File: config.mk
export PLATFORM = sky130hd
export DESIGN_NAME = mac_ap_initiator_flat
export DESIGN_NICKNAME = d
export VERILOG_FILES = /design/src/rtl/mac_ap_initiator_if.sv /design/src/rtl/mac_ap_initiator.sv /design/src/flat_wrapper.sv
export SDC_FILE = /design/constraint.sdc
export NUM_CORES = 1
export LEC_CHECK = 0
export ABC_AREA = 1
export CAP_MARGIN = 20
export CORE_ASPECT_RATIO = 0.5
export CORE_UTILIZATION = 38
export DETAILED_ROUTE_END_ITERATION = 8
export SYNTH_ARGS = -nofsm -noshare
export SYNTH_HDL_FRONTEND = slang
export SYNTH_SLANG_ARGS = --single-unit
File: constraint.sdc
create_clock -name ap_clk -period 19.2 [get_ports ap_clk]
set_input_delay 3.84 -clock ap_clk [delete_from_list [all_inputs] [get_ports ap_clk]]
set_output_delay 3.84 -clock ap_clk [all_outputs]
set_load 0.02 [all_outputs]
File: src/rtl/mac_ap_initiator_if.sv
// Handshake bundle between the MAC kernel initiator and its environment:
// upstream operand stream, ap_* kernel control, downstream result stream.
interface mac_ap_initiator_if #(
  parameter int DATA_WIDTH = 32
);
  logic                  s_valid;
  logic                  s_ready;
  logic [DATA_WIDTH-1:0] s_a, s_b, s_c, s_d, s_e;

  logic                  k_ap_start;
  logic                  k_ap_ready;
  logic                  k_ap_idle;
  logic                  k_ap_done;
  logic [DATA_WIDTH-1:0] k_a, k_b, k_c, k_d, k_e;
  logic [DATA_WIDTH-1:0] k_result;

  logic                  m_valid;
  logic                  m_ready;
  logic [DATA_WIDTH-1:0] m_result;

  modport master (
    input  s_valid, s_a, s_b, s_c, s_d, s_e,
    output s_ready,
    output k_ap_start, k_a, k_b, k_c, k_d, k_e,
    input  k_ap_ready, k_ap_idle, k_ap_done, k_result,
    output m_valid, m_result,
    input  m_ready
  );

  modport slave (
    output s_valid, s_a, s_b, s_c, s_d, s_e,
    input  s_ready,
    input  k_ap_start, k_a, k_b, k_c, k_d, k_e,
    output k_ap_ready, k_ap_idle, k_ap_done, k_result,
    input  m_valid, m_result,
    output m_ready
  );
endinterface

File: src/rtl/mac_ap_initiator.sv
// Host-side ap_start/ap_done initiator for pipelined MAC kernels: credit-limited
// issue with one-cycle operand skew, result FIFO, timeout and protocol flags.
module mac_ap_initiator #(
  parameter int DATA_WIDTH      = 32,
  parameter int MAX_OUTSTANDING = 5,
  parameter int RES_FIFO_DEPTH  = 8,
  parameter int TIMEOUT_CYCLES  = 1024
) (
  input  logic                ap_clk,
  input  logic                ap_rst,
  mac_ap_initiator_if.master  bus,
  input  logic                clear_err,
  output logic [3:0]          outstanding,
  output logic                busy,
  output logic                err_timeout,
  output logic                err_protocol
);
  localparam int AW = $clog2(RES_FIFO_DEPTH);
  localparam int CW = $clog2(RES_FIFO_DEPTH + 1);
  localparam int TW = $clog2(TIMEOUT_CYCLES + 1);

  logic [DATA_WIDTH-1:0] r_mem [RES_FIFO_DEPTH];
  logic [AW-1:0]         r_wptr, r_rptr;
  logic [CW-1:0]         r_count;
  logic [3:0]            r_outstanding;
  logic                  r_start;
  logic [DATA_WIDTH-1:0] r_pa, r_pb, r_pc, r_pd, r_pe;
  logic [DATA_WIDTH-1:0] r_ka, r_kb, r_kc, r_kd, r_ke;
  logic [TW-1:0]         r_tcnt;
  logic                  r_err_to, r_err_pr;

  logic                  w_done_ok, w_full, w_push, w_pop;
  logic                  w_proto_evt, w_to_rst, w_to_evt;
  logic [4:0]            w_next_out;
  logic [31:0]           w_fifo_use;
  logic                  w_can_issue, w_issue;
  logic                  w_unused_idle;

  assign w_unused_idle = bus.k_ap_idle;

  assign w_done_ok   = bus.k_ap_done && (r_outstanding != '0);
  assign w_full      = (r_count == CW'(RES_FIFO_DEPTH));
  assign w_push      = w_done_ok && !w_full;
  assign w_pop       = (r_count != '0) && bus.m_ready;
  assign w_proto_evt = bus.k_ap_done && ((r_outstanding == '0) || w_full);

  // Credit counts the start pulse already in flight (and the done retiring now);
  // otherwise an accept in the start cycle could push outstanding past the limit.
  assign w_next_out  = {1'b0, r_outstanding} + {4'b0, r_start} - {4'b0, w_done_ok};
  assign w_fifo_use  = 32'(r_outstanding) + 32'(r_start) + 32'(r_count);
  assign w_can_issue = (w_next_out < 5'(MAX_OUTSTANDING)) &&
                       (w_fifo_use < 32'(RES_FIFO_DEPTH));
  assign bus.s_ready = w_can_issue && bus.k_ap_ready;
  assign w_issue     = bus.s_valid && bus.s_ready;

  assign w_to_rst    = bus.k_ap_done || (r_outstanding == '0);
  assign w_to_evt    = !w_to_rst && (r_tcnt == TW'(TIMEOUT_CYCLES - 1));

  always_ff @(posedge ap_clk or posedge ap_rst) begin
    if (ap_rst) begin
      r_start       <= 1'b0;
      r_pa <= '0; r_pb <= '0; r_pc <= '0; r_pd <= '0; r_pe <= '0;
      r_ka <= '0; r_kb <= '0; r_kc <= '0; r_kd <= '0; r_ke <= '0;
      r_outstanding <= '0;
      r_wptr        <= '0;
      r_rptr        <= '0;
      r_count       <= '0;
      r_tcnt        <= '0;
      r_err_to      <= 1'b0;
      r_err_pr      <= 1'b0;
    end else begin
      r_start <= w_issue;
      if (w_issue) begin
        r_pa <= bus.s_a; r_pb <= bus.s_b; r_pc <= bus.s_c;
        r_pd <= bus.s_d; r_pe <= bus.s_e;
      end
      if (r_start) begin
        r_ka <= r_pa; r_kb <= r_pb; r_kc <= r_pc; r_kd <= r_pd; r_ke <= r_pe;
      end

      case ({r_start, w_done_ok})
        2'b10:   r_outstanding <= r_outstanding + 4'd1;
        2'b01:   r_outstanding <= r_outstanding - 4'd1;
        default: r_outstanding <= r_outstanding;
      endcase

      if (w_push) r_wptr <= r_wptr + AW'(1);
      if (w_pop)  r_rptr <= r_rptr + AW'(1);
      case ({w_push, w_pop})
        2'b10:   r_count <= r_count + CW'(1);
        2'b01:   r_count <= r_count - CW'(1);
        default: r_count <= r_count;
      endcase

      if (w_to_rst)
        r_tcnt <= '0;
      else if (r_tcnt != TW'(TIMEOUT_CYCLES))
        r_tcnt <= r_tcnt + TW'(1);

      r_err_to <= (r_err_to && !clear_err) || w_to_evt;
      r_err_pr <= (r_err_pr && !clear_err) || w_proto_evt;
    end
  end

  always_ff @(posedge ap_clk) begin
    if (w_push) r_mem[r_wptr] <= bus.k_result;
  end

  assign bus.k_ap_start = r_start;
  assign bus.k_a        = r_ka;
  assign bus.k_b        = r_kb;
  assign bus.k_c        = r_kc;
  assign bus.k_d        = r_kd;
  assign bus.k_e        = r_ke;
  assign bus.m_valid    = (r_count != '0);
  assign bus.m_result   = (r_count != '0) ? r_mem[r_rptr] : '0;

  assign outstanding    = r_outstanding;
  assign busy           = (r_outstanding != '0) || (r_count != '0) || r_start;
  assign err_timeout    = r_err_to;
  assign err_protocol   = r_err_pr;
endmodule
File: src/flat_wrapper.sv
// flat-port wrapper written by rule: the top's interface ports become plain ports
module mac_ap_initiator_flat 
#(
  parameter int DATA_WIDTH      = 32,
  parameter int MAX_OUTSTANDING = 5,
  parameter int RES_FIFO_DEPTH  = 8,
  parameter int TIMEOUT_CYCLES  = 1024
)
  (ap_clk, ap_rst, clear_err, outstanding, busy, err_timeout, err_protocol, bus_s_valid, bus_s_a, bus_s_b, bus_s_c, bus_s_d, bus_s_e, bus_s_ready, bus_k_ap_start, bus_k_a, bus_k_b, bus_k_c, bus_k_d, bus_k_e, bus_k_ap_ready, bus_k_ap_idle, bus_k_ap_done, bus_k_result, bus_m_valid, bus_m_result, bus_m_ready);
  mac_ap_initiator_if #(.DATA_WIDTH(DATA_WIDTH)) bus_i ();
  input  logic ap_clk;
  input  logic ap_rst;
  input  logic clear_err;
  output logic [3:0] outstanding;
  output logic busy;
  output logic err_timeout;
  output logic err_protocol;
  input wire logic [$bits(bus_i.s_valid)-1:0] bus_s_valid;
  input wire logic [$bits(bus_i.s_a)-1:0] bus_s_a;
  input wire logic [$bits(bus_i.s_b)-1:0] bus_s_b;
  input wire logic [$bits(bus_i.s_c)-1:0] bus_s_c;
  input wire logic [$bits(bus_i.s_d)-1:0] bus_s_d;
  input wire logic [$bits(bus_i.s_e)-1:0] bus_s_e;
  output wire logic [$bits(bus_i.s_ready)-1:0] bus_s_ready;
  output wire logic [$bits(bus_i.k_ap_start)-1:0] bus_k_ap_start;
  output wire logic [$bits(bus_i.k_a)-1:0] bus_k_a;
  output wire logic [$bits(bus_i.k_b)-1:0] bus_k_b;
  output wire logic [$bits(bus_i.k_c)-1:0] bus_k_c;
  output wire logic [$bits(bus_i.k_d)-1:0] bus_k_d;
  output wire logic [$bits(bus_i.k_e)-1:0] bus_k_e;
  input wire logic [$bits(bus_i.k_ap_ready)-1:0] bus_k_ap_ready;
  input wire logic [$bits(bus_i.k_ap_idle)-1:0] bus_k_ap_idle;
  input wire logic [$bits(bus_i.k_ap_done)-1:0] bus_k_ap_done;
  input wire logic [$bits(bus_i.k_result)-1:0] bus_k_result;
  output wire logic [$bits(bus_i.m_valid)-1:0] bus_m_valid;
  output wire logic [$bits(bus_i.m_result)-1:0] bus_m_result;
  input wire logic [$bits(bus_i.m_ready)-1:0] bus_m_ready;
  assign bus_i.s_valid = bus_s_valid;
  assign bus_i.s_a = bus_s_a;
  assign bus_i.s_b = bus_s_b;
  assign bus_i.s_c = bus_s_c;
  assign bus_i.s_d = bus_s_d;
  assign bus_i.s_e = bus_s_e;
  assign bus_s_ready = bus_i.s_ready;
  assign bus_k_ap_start = bus_i.k_ap_start;
  assign bus_k_a = bus_i.k_a;
  assign bus_k_b = bus_i.k_b;
  assign bus_k_c = bus_i.k_c;
  assign bus_k_d = bus_i.k_d;
  assign bus_k_e = bus_i.k_e;
  assign bus_i.k_ap_ready = bus_k_ap_ready;
  assign bus_i.k_ap_idle = bus_k_ap_idle;
  assign bus_i.k_ap_done = bus_k_ap_done;
  assign bus_i.k_result = bus_k_result;
  assign bus_m_valid = bus_i.m_valid;
  assign bus_m_result = bus_i.m_result;
  assign bus_i.m_ready = bus_m_ready;
  mac_ap_initiator #(.DATA_WIDTH(DATA_WIDTH), .MAX_OUTSTANDING(MAX_OUTSTANDING), .RES_FIFO_DEPTH(RES_FIFO_DEPTH), .TIMEOUT_CYCLES(TIMEOUT_CYCLES)) u_core (.ap_clk(ap_clk), .ap_rst(ap_rst), .bus(bus_i), .clear_err(clear_err), .outstanding(outstanding), .busy(busy), .err_timeout(err_timeout), .err_protocol(err_protocol));
endmodule
# == After elaboration in Yosys (flattened, before gate mapping) ==
# Memory sizes are Yosys's and may differ from the RTL's.
# Cells that the tools add are included.
# W data, S select, Z words.
# totals
regBits,348
ramBits,256
output_inout_bits,202
n_memories,1
# mem_list
memory,words,word_bits,rd,rd_ports_with_merged_regs,wr,line,rtl
u_core.r_mem,8,32,1,0,1,mac_ap_initiator.sv:22,logic [DATA_WIDTH-1:0] r_mem [RES_FIFO_DEPTH];
# op_classes
addsub,11
order_cmp,2
n_eq_ne,7
mux,7
reduce_logical,25
# op_table
op,count
$add A32 B4 Y32,1
$lt A32 B4 Y1 const B,1
$mux W32,1
$mux W11,2
$pmux W4 S2,2
$add A11 B1 Y11 const B,1
$eq A11 B10 Y1 const B,1
$ne A11 B11 Y1 const B,1
$add A4 B1 Y5,2
$logic_and A1 B1 Y1,10
$add A4 B1 Y4 const B,2
$reduce_bool A4 Y1,2
$sub A4 B1 Y4 const B,2
$add A3 B1 Y3 const B,2
$logic_or A1 B1 Y1,6
$reduce_bool A2 Y1,3
$lt A5 B3 Y1 const B,1
$sub A5 B1 Y5,1
$eq A2 B1 Y1 const B,2
$eq A2 B2 Y1 const B,2
$eq A4 B4 Y1 const B,1
$logic_not A4 Y1,1
$logic_not A1 Y1,3
$mux W1,2

# == Depth between registers and ports, before layout ==
# depth
word_depth,7
mapped_depth,20
ltp_nobuf,18

# == Least setup slack after synthesis ==
# No wires, ideal clock.
# synth_timing
path_kind,input port to output port
start,input port bus_k_ap_done
end,output port bus_s_ready
arrival_time_ps,6052
slack_ps,9308
cell_stages,14
path_buffers,1
path_cell_list,nand2_1 -> nor2_1 -> inv_1 -> nand2_1 -> ha_1 -> inv_1 -> fa_1 -> nand2_1 -> nand3_1 -> nand3_1 -> nor2_4 -> clkbuf_1 -> nand2_1 -> inv_1
# synth_via
elab_chain_len,5
# synth_rtl
element,line,rtl
from (decl),flat_wrapper.sv:33,input wire logic [$bits(bus_i.k_ap_done)-1:0] bus_k_ap_done;
$logic_and A1 B1 Y1,mac_ap_initiator.sv:41,assign w_done_ok = bus.k_ap_done && (r_outstanding != '0);
$sub A5 B1 Y5,mac_ap_initiator.sv:49,"assign w_next_out = {1'b0, r_outstanding} + {4'b0, r_start} - {4'b0, w_done_ok};"
$lt A5 B3 Y1,mac_ap_initiator.sv:51,assign w_can_issue = (w_next_out < 5'(MAX_OUTSTANDING)) &&
$logic_and A1 B1 Y1,mac_ap_initiator.sv:51,
$logic_and A1 B1 Y1,mac_ap_initiator.sv:53,assign bus.s_ready = w_can_issue && bus.k_ap_ready;
to (decl),flat_wrapper.sv:24,output wire logic [$bits(bus_i.s_ready)-1:0] bus_s_ready;
# Every way passes these cells.

# == Final worst setup path ==
# Ends and elaborated chain as after synthesis.

==> metrics.md <==
| Metric | Value |
|---|---|
| Net Sw Power | `2.047 mW` |
| Clock network fraction of total power | `21.1%` |
| Area delta synth->final | `26.87%` |
| Area contributors post-synth | `dfrtp_1 (36%), edfxtp_1 (32%), nand2_1 (13%)` |
| # Max-Cap Violations | `0` |
| Cell area after synthesis | `24290 um^2` |
| Number of buffers added on ports | `400` |
| CP required | `15.36 ns` |
| GRT overflow | `0` |
| Crit path DAT | `between 7 and 8 ns` |
| Core area | `63110 um^2` |
| Tmin final | `11.58 ns` |
| CTS buffer count | `55` |
| Starting Density | `38.50%` |
| Drt via density | `4.943` |
| Row cnt | `65` |
| Clk slew on worst S/H paths | `0.06 ns` |
| Crit Path Class | `input port to output pin` |
| Net Sw Frac | `39.18%` |
| DRT antenna net count | `0` |
| Synthesized netlist net count | `2573` |
| Max Clk Rate | `0.08632 GHz` |
| DIE WIDTH | `359.6 um` |
| Share of cells above drive strength 1 | `4.765%` |
| Slew margin rel. | `27.22%` |
| Slowest CP cell | `clkdlybuf4s50_1` |
| Hpwl dp | `around 39 mm` |
| CTS tree | `yes` |
| Post-cts sizing count | `0` |
| Leak | `13.60 nW` |
| Multi-input logic area | `7159 um^2` |
| Top-count cell post-synth | `nand2_1` |
| CP max stage delay | `0.68 ns` |
| Final setup viols | `0` |
| Crit-path cells | `clkdlybuf4s50_1 -> nand2_1 -> nor2_1 -> inv_1 -> nand2_1 -> ha_1 -> inv_1 -> fa_1 -> nand2_1 -> nand3_1 -> nand3_1 -> nor2_4 -> buf_4 -> nand2_1 -> inv_1 -> clkdlybuf4s50_1` |
| Setup crit start | `bus_k_ap_done` |
| Commonest register cell after synthesis | `dfrtp_1` |
| CTS Root Cell | `clkbuf_16` |
| Flop pwr share | `between 30% and 40%` |
| Final wirelength | `65.85 mm` |
| Status | `complete, no violations` |
| Routability cong. | `0.8153` |
| H-tree levels | `2` |
| Detailed Routing Iterations Pass 1 | `7` |
| TNS Setup | `0 ns` |
| Vias in the first global route | `17.05k` |
| Post-synth EDFFs | `between 200 and 300` |
| Clock skew | `0.02059 ns` |
| #FFs+latches synth | `604` |
| Synth Instances | `2349` |
| All-Layer GR Usage | `19.87%` |
| DRC viols | `0` |
| CP dominant cell by count | `nand2_1` |
| Via count | `17.67k` |
| Asr flop ratio synth | `57.62%` |
| FF-to-FF path depth | `18` |
| Nets | `2908` |
| Initial antenna violation count | `11` |
| I/O Pins | `402` |
| Hold Startpoint | `u_core.bus.k_d[8]` |
| Tightest Pin Transition | `around 1.1 ns` |
| DR iter-0 viols | `1525` |
| RSZ-0062 raised after global routing | `no` |
| Final Hold Viols | `0` |
| CP Max Fanout | `69` |
| Ys Warns | `0` |
| Dpl ws | `~7.5 ns` |
| Slew Limit Fails | `0` |
| Tcrit/Tclk final | `about 60%` |
| Internal power | `3.178 mW` |
| Die area | `65010 um^2` |
| Clk_lat worst skew | `between 0.6 and 0.7 ns` |
| Hold Path Sink | `u_core.bus.k_d[8]` |
| Worst reg2reg endpoint | `u_core.r_pa[17]` |
| Crit. End Element | `output pin` |
| Largest net degree at the start of global routing | `135` |
| # clock sinks | `604` |
| CP top delay family | `buffers and inverters` |
| Clock Path Buffers | `3` |
| Netlist cell types | `30` |
| Maximum VDD drop | `0.1519 mV` |
| Combinational power share | `about two fifths` |
| Die H | `180.8 um` |
| FF+latch area | `16410 um^2` |
| Setup bufs post-CTS | `0` |
| Hold Crit Class | `flip-flop to flip-flop` |
| First-pass GRT wire length | `around 100 mm` |
| Mean Syn Cell Area | `approximately 10 um^2` |
| Yosys top cell area share | `between 30% and 40%` |
| Register area share after synthesis | `67.49%` |
| Worst setup slack after layout | `about 7.6 ns` |
| Dominant cell type by area after synthesis | `dfrtp_1` |
| Pwr Density | `169.5 nW/um^2` |
| Reg2reg start | `u_core.outstanding[2]` |
| Drt wl/cell | `18.42 um` |
| Post-synth top cells | `nand2_1 (855), dfrtp_1 (348), edfxtp_1 (256)` |
| Register-to-register setup slack | `14.22 ns` |
| Hold Path Stages | `2` |
| Fillers | `roughly 6k` |
| Bufs and invs on worst path | `6` |
| Hold bufs inserted after CTS | `0` |
| Worst setup SP type | `input port` |
==> metal layers <==
| metal | vias to the layer above | global-route usage (%) | share of wire [%] |
|---|---|---|---|
| li1 | 8554 | - | - |
| met1 | 8657 | 25.33 | 42 |
| met2 | 324 | 33.71 | 50 |
| met3 | 135 | 2.918 | 3.4 |
| met4 | 2 | 8.923 | 4.3 |
| met5 | - | 0 | 0.018 |
==> worst max path at each step <==
stage                         to  slack [ns]  cells past startpoint
2_1_floorplan  u_core.bus.k_a[0]        5.71                      1
3_3_place_gp         bus_s_ready        7.56                     16
3_5_place_dp         bus_s_ready        7.53                     16
4_1_cts              bus_s_ready        7.51                     16
5_1_grt              bus_s_ready        7.31                     17
6_report             bus_s_ready        7.62                     16
==> area by class of cell <==
| type | count | share of cell area (%) |
|---|---|---|
| clock buffers | 76 | 4.855 |
| well taps | 837 | 3.398 |
| inverters | 44 | 0.5683 |
| diodes | 10 | 0.08119 |
| clock inverters | 25 | 0.8646 |
| repair buffers | 430 | 13.78 |
| multi-input cells | 1549 | 23.23 |
| flip-flops and latches | 604 | 53.23 |
==> tightest hold or removal path: cells and delay by family (launching register included) <==
kind	cells	cell delay, ns
simple gates	2	0.09
flops	1	0.34
==> registers in the layout (all words and copies together) (netlist names) <==
register and flops:
u_core.err_protocol 1, u_core.r_pb 32, u_core.r_rptr 3, u_core.bus.k_b 32
u_core.bus.k_ap_start 1, u_core.r_count 4, u_core.bus.k_e 32, u_core.bus.k_d 32
u_core.outstanding 4, u_core.bus.k_c 32, u_core.err_timeout 1, u_core.r_mem 256
u_core.r_tcnt 11, u_core.r_wptr 3, u_core.r_pa 32, u_core.r_pc 32
u_core.r_pe 32, u_core.bus.k_a 32, u_core.r_pd 32
==> kinds of logic (layout without fill, tap and decap cells) <==
family	after synthesis	count (layout)	synth area share, %
AOI/OAI and AO/OA	220	220	4.728
buffers and inverters	196	575	3.312
and+or+nand+nor	1262	1262	21.43
DFF	604	604	67.49
other	0	10	0
adders and majority gates	24	24	1.329
muxes	32	32	1.318
xor gates and xnor gates	11	11	0.3966
==> power groups by stage <==
stage          logic, mW  clock network (mW)  registers, mW
6_report            2.09                1.10           2.03
5_1_grt             2.29                1.19           2.08
4_1_cts             2.12                1.13           2.03
3_5_place_dp        2.11                   0           2.05
3_3_place_gp        2.09                   0           2.03
2_1_floorplan       1.04                   0           2.20
==> placed cells by master, fill, tap and decap left out, types with 10 or more instances in the layout <==
| cell | count |
|---|---|
| a21oi_1 | 12 |
| buf_4 | 30 |
| clkbuf_1 | 18 |
| clkbuf_16 | 56 |
| clkdlybuf4s50_1 | 399 |
| dfrtp_1 | 345 |
| diode_2 | 10 |
| edfxtp_1 | 256 |
| ha_1 | 21 |
| inv_1 | 40 |
| mux2i_1 | 32 |
| nand2_1 | 855 |
| nand3_1 | 20 |
| nand4_1 | 161 |
| nor2_1 | 207 |
| o21ai_0 | 167 |
| o22ai_1 | 33 |
==> through the flow <==
step	hold slack [ns]	total power, mW	std cells	utilization [%]	cell area, um^2
final	0.4681	5.225	3575	48.84	30820
after global routing	0.4825	5.553	3575	48.84	30820
after CTS	0.4703	5.282	3564	48.76	30770
after detailed placement	0.4538	4.159	3463	45.96	29010
after global placement	0.4520	4.124	3463	45.96	29010
after floorplan	0.4417	3.239	2349	-	24290
Power figures use the tool's default switching activity.
